### src/rtl/button_event_gen.sv
// Per-channel press/release/long-press/auto-repeat pulse generator.
// Fed by clean debounced levels; every output is registered.
//
// state  | meaning
// IDLE   | input low, waiting for a press
// PRESS  | input high, counting towards the long-press hold time
// REPEAT | hold time elapsed, emitting periodic repeat pulses

module button_event_gen #(
    parameter int WIDTH         = 1,
    parameter int HOLD_CYCLES   = 25_000_000,
    parameter int REPEAT_CYCLES = 5_000_000,
    parameter int CNT_WIDTH     = $clog2((HOLD_CYCLES > REPEAT_CYCLES) ? HOLD_CYCLES : REPEAT_CYCLES) + 1
) (
    input  logic             clk,
    input  logic             rst,
    input  logic [WIDTH-1:0] debounced_signal,
    output logic [WIDTH-1:0] press_pulse,
    output logic [WIDTH-1:0] release_pulse,
    output logic [WIDTH-1:0] long_press,
    output logic [WIDTH-1:0] repeat_pulse,
    output logic [WIDTH-1:0] held
);

    typedef enum logic [1:0] {
        IDLE   = 2'd0,
        PRESS  = 2'd1,
        REPEAT = 2'd2
    } state_t;

    localparam logic [CNT_WIDTH-1:0] HOLD_LAST   = CNT_WIDTH'(HOLD_CYCLES - 1);
    localparam logic [CNT_WIDTH-1:0] REPEAT_LAST = CNT_WIDTH'(REPEAT_CYCLES - 1);
    localparam logic [CNT_WIDTH-1:0] CNT_ONE     = CNT_WIDTH'(1);

    for (genvar g = 0; g < WIDTH; g++) begin : g_chan
        state_t               state_q, state_d;
        logic [CNT_WIDTH-1:0] cnt_q, cnt_d;
        logic                 press_q, press_d;
        logic                 release_q, release_d;
        logic                 long_q, long_d;
        logic                 repeat_q, repeat_d;
        logic                 held_q, held_d;

        always_ff @(posedge clk or posedge rst) begin
            if (rst) begin
                state_q   <= IDLE;
                cnt_q     <= '0;
                press_q   <= 1'b0;
                release_q <= 1'b0;
                long_q    <= 1'b0;
                repeat_q  <= 1'b0;
                held_q    <= 1'b0;
            end else begin
                state_q   <= state_d;
                cnt_q     <= cnt_d;
                press_q   <= press_d;
                release_q <= release_d;
                long_q    <= long_d;
                repeat_q  <= repeat_d;
                held_q    <= held_d;
            end
        end

        // Release is tested first so it wins over a long/repeat firing on the same edge.
        always_comb begin
            state_d   = state_q;
            cnt_d     = cnt_q;
            press_d   = 1'b0;
            release_d = 1'b0;
            long_d    = 1'b0;
            repeat_d  = 1'b0;
            case (state_q)
                IDLE: begin
                    if (debounced_signal[g]) begin
                        state_d = PRESS;
                        cnt_d   = '0;
                        press_d = 1'b1;
                    end
                end
                PRESS: begin
                    if (!debounced_signal[g]) begin
                        state_d   = IDLE;
                        release_d = 1'b1;
                    end else if (cnt_q == HOLD_LAST) begin
                        state_d = REPEAT;
                        cnt_d   = '0;
                        long_d  = 1'b1;
                    end else begin
                        cnt_d = cnt_q + CNT_ONE;
                    end
                end
                REPEAT: begin
                    if (!debounced_signal[g]) begin
                        state_d   = IDLE;
                        release_d = 1'b1;
                    end else if (cnt_q == REPEAT_LAST) begin
                        cnt_d    = '0;
                        repeat_d = 1'b1;
                    end else begin
                        cnt_d = cnt_q + CNT_ONE;
                    end
                end
                default: begin
                    state_d = IDLE;
                    cnt_d   = '0;
                end
            endcase
            held_d = (state_d == REPEAT);
        end

        assign press_pulse[g]   = press_q;
        assign release_pulse[g] = release_q;
        assign long_press[g]    = long_q;
        assign repeat_pulse[g]  = repeat_q;
        assign held[g]          = held_q;
    end

endmodule
### config.mk
export PLATFORM = sky130hd
export DESIGN_NAME = button_event_gen
export DESIGN_NICKNAME = d
export VERILOG_FILES = /design/src/rtl/button_event_gen.sv
export SDC_FILE = /design/constraint.sdc
export NUM_CORES = 1
export LEC_CHECK = 0
export ABC_AREA = 1
export ABC_CLOCK_PERIOD_IN_PS = 3100
export CAP_MARGIN = 10
export CORE_UTILIZATION = 40
export DETAILED_ROUTE_END_ITERATION = 12
export PLACE_DENSITY_LB_ADDON = 0.15
export SETUP_SLACK_MARGIN = 0.3
export SYNTH_ARGS = -nofsm -noshare
export SYNTH_HDL_FRONTEND = slang
export SYNTH_SLANG_ARGS = --single-unit
### constraint.sdc
create_clock -name clk -period 3.1 [get_ports clk]
set_input_delay 0.62 -clock clk [delete_from_list [all_inputs] [get_ports clk]]
set_output_delay 0.62 -clock clk [all_outputs]
set_load 0.02 [all_outputs]
==> reports/qor.csv <==
metric,value,unit
Fin Setup TNS,0,ns
Final Skew,0.01016,ns
root buf cell,clkbuf_8,
full die area,0.005803,mm²
largest net degree at the start of global routing,34,
most frequent cells after synthesis,"nand2_1 (52), inv_1 (37), dfrtp_1 (33), nand3_1 (22), nor2_1 (22)",
hold depth,2,
"Data required, critical path",3.31,ns
R2R setup slack,1.15,ns
layout cell share with drive strength beyond 1,21.05,%
Static Leakage,0.001034,µW
Worst Max-Slew Pin Slew,0.4418,ns
clk buf depth,2,
Post-Syn Area per Cell,8.091,µm²
vias in the first global route,1784,
peak supply drop,315.1,µV
minimum clock period,1.999,ns
cts repair resizes,0,
HP Class,flop to flop,
Iteration-0 DRC Markers,87,
setup violators final,0,
fraction of registers with async set/reset,100.0,%
max_cap viols,0,
worst-path maximum fanout,14,
Detailed Routing Iterations Pass 1,4,
all-layer global routing usage,18.28,%
placer congestion estimate,0.8867,
Post-DP HPWL,3.481,mm
WL final,4.627,mm
Power Density,486.5,mW/mm²
number of synthesized flops with an enable pin,0,
worst-skew pair later-pin latency,0.28,ns
r2r startpoint,g_chan[0].state_q[0]$_DFF_PP0_,
initial antenna violation count,0,
"Reg clk slew, reported paths",0.08,ns
Initial Util,42.28,%
FP Rows,26,
grt total ovfl,0,
Core Area,0.005205,mm²
top-area cell type share of the netlist area,37.52,%
routed len/inst,13.03,µm
syn_nets,280,
Area contributors post-synth,"dfrtp_1 (38%), nand2_1 (8.9%), a21oi_2 (8.0%)",
post-synth top area cell,dfrtp_1,
PortBufs,7,
first-pass GRT wire length,8.500,mm
CTS tree,yes,
number of setup buffers added after CTS,0,
Slew Limit Fails,0,
# IOs,8,
Layout area overhead,10.97,%
Arrival @ worst endpoint,2.21,ns
Setup WS post-layout,1.101,ns
Hold Buf Count CTS,0,
hold_sp,g_chan[0].cnt_q[1]$_DFFE_PP0P_,
routed vias/inst,4.876,
hold slack final,0.5412,ns
Setup crit start kind,primary input,
"antenna viol nets, final",0,
worst setup path startpoint,debounced_signal,
status,"finished, final reports clean",
Die X,76.18,µm
slew margin rel.,70.32,%
Hold EP,g_chan[0].cnt_q[1]$_DFFE_PP0P_,
H-Tree Depth,2,
Total Nets Final,292,
Final Hold Viols,0,
reg2reg end,g_chan[0].cnt_q[19]$_DFFE_PP0P_,
Worst Reg-to-Reg Cells,10,
DR DRC count,0,
Die Height,76.18,µm
total number of vias,1731,
Max Clock Freq,500.1,MHz
Mapped Cells,272,
"Seq/Total Area, Yosys",37.52,%
area of the mapped netlist,0.002201,mm²
Worst setup EP type,flop,
# diodes,0,
Pwr Total,1188,µW
CTS sink cnt,33,
post-synth cell types,31,
Final Cycle Share,64.50,%
CTS Buf Count,5,
RSZ-0062 raised after global routing,no,
Main synth FF type,dfrtp_1,
YS warnings,0,
critical path class,primary input to flop,
most frequent cell after synthesis,nand2_1,
pre-CTS WS,0.8300,ns
Synth Register Bits,33,
power by group:
| group | leakage [µW] | switching [µW] | internal (µW) |
|---|---|---|---|
| Sequential | 0.000457 | 17.6 | 450 |
| Combinational | 0.000518 | 218 | 81.4 |
| Clock | 0.0000585 | 159 | 262 |
| Total | 0.00103 | 394 | 794 |
placed cells by master, fill, tap and decap left out, drive strengths merged:
| master | Yosys | final |
|---|---|---|
| nand3 | 23 | 23 |
| o21ai | 5 | 5 |
| a31oi | 1 | 1 |
| clkbuf | 0 | 7 |
| clkdlybuf4s50 | 0 | 7 |
| bufinv | 0 | 1 |
| a21oi | 22 | 22 |
| nor3 | 12 | 12 |
| ha | 5 | 5 |
| nor2b | 1 | 1 |
| inv | 40 | 40 |
| o211ai | 1 | 1 |
| nand2 | 63 | 63 |
| o21a | 1 | 1 |
| nor3b | 1 | 1 |
| buf | 5 | 3 |
| xnor2 | 3 | 3 |
| xor2 | 12 | 12 |
| nor2 | 34 | 34 |
| dfrtp | 33 | 33 |
| nand4 | 10 | 10 |
worst max-delay path by stage:
stage	to	slack (ns)	cells past startpoint
after detailed placement	g_chan[0].cnt_q[19]$_DFFE_PP0P_	0.83	8
after global placement	g_chan[0].cnt_q[19]$_DFFE_PP0P_	0.90	8
after CTS	g_chan[0].cnt_q[19]$_DFFE_PP0P_	1.12	8
final	g_chan[0].cnt_q[19]$_DFFE_PP0P_	1.10	8
after global routing	g_chan[0].cnt_q[19]$_DFFE_PP0P_	0.90	10
after floorplan	g_chan[0].cnt_q[10]$_DFFE_PP0P_	1.45	8
per-layer routing:
layer	share of wire, %	vias to the layer above	wire (µm)	GRT usage [%]
met1	51	806	2360	25.09
met2	45	24	2091	29.55
met3	2.5	8	115	3.234
met5	0	-	0	0
met4	1.3	0	60	5.192
li1	-	893	-	-
state kept, by name, indices dropped and copies added, names as in the netlist:
| name | flops |
|---|---|
| g_chan.cnt_q | 26 |
| g_chan.state_q | 2 |
| held | 1 |
| long_press | 1 |
| press_pulse | 1 |
| release_pulse | 1 |
| repeat_pulse | 1 |
final cells by class:
type	count	area [µm²]
Fill cell	548	2763
Clock buffer	7	86.33
Tap cell	70	87.58
Inverter	40	150.1
Sequential cell	33	825.8
Multi-Input combinational cell	194	1170
Clock inverter	1	30.03
Timing Repair Buffer	10	92.59
stage by stage:
| step | cells | util [%] | instance area, µm² |
|---|---|---|---|
| after floorplan | 272 | - | 2201 |
| after detailed placement | 347 | 44.69 | 2326 |
| after global placement | 347 | 44.69 | 2326 |
| after CTS | 355 | 46.92 | 2442 |
| final | 355 | 46.92 | 2442 |
| after global routing | 355 | 46.92 | 2442 |
worst max-delay path, stage by stage:
cell and delay, ns:
clkdlybuf4s50_1 0.55, inv_1 0.12, nand2_4 0.21, buf_4 0.27
nand2_1 0.11, o21ai_1 0.15, nand2_1 0.08, a21oi_2 0.09
logic make-up after synthesis:
group	share of synthesized area, %
and+or+nand+nor	33.83
buffers and inverters	9.323
adders and majority gates	2.843
xor gates and xnor gates	5.969
AOI/OAI and AO/OA	10.52
DFF	37.52
(Power assumes the default switching activity.)
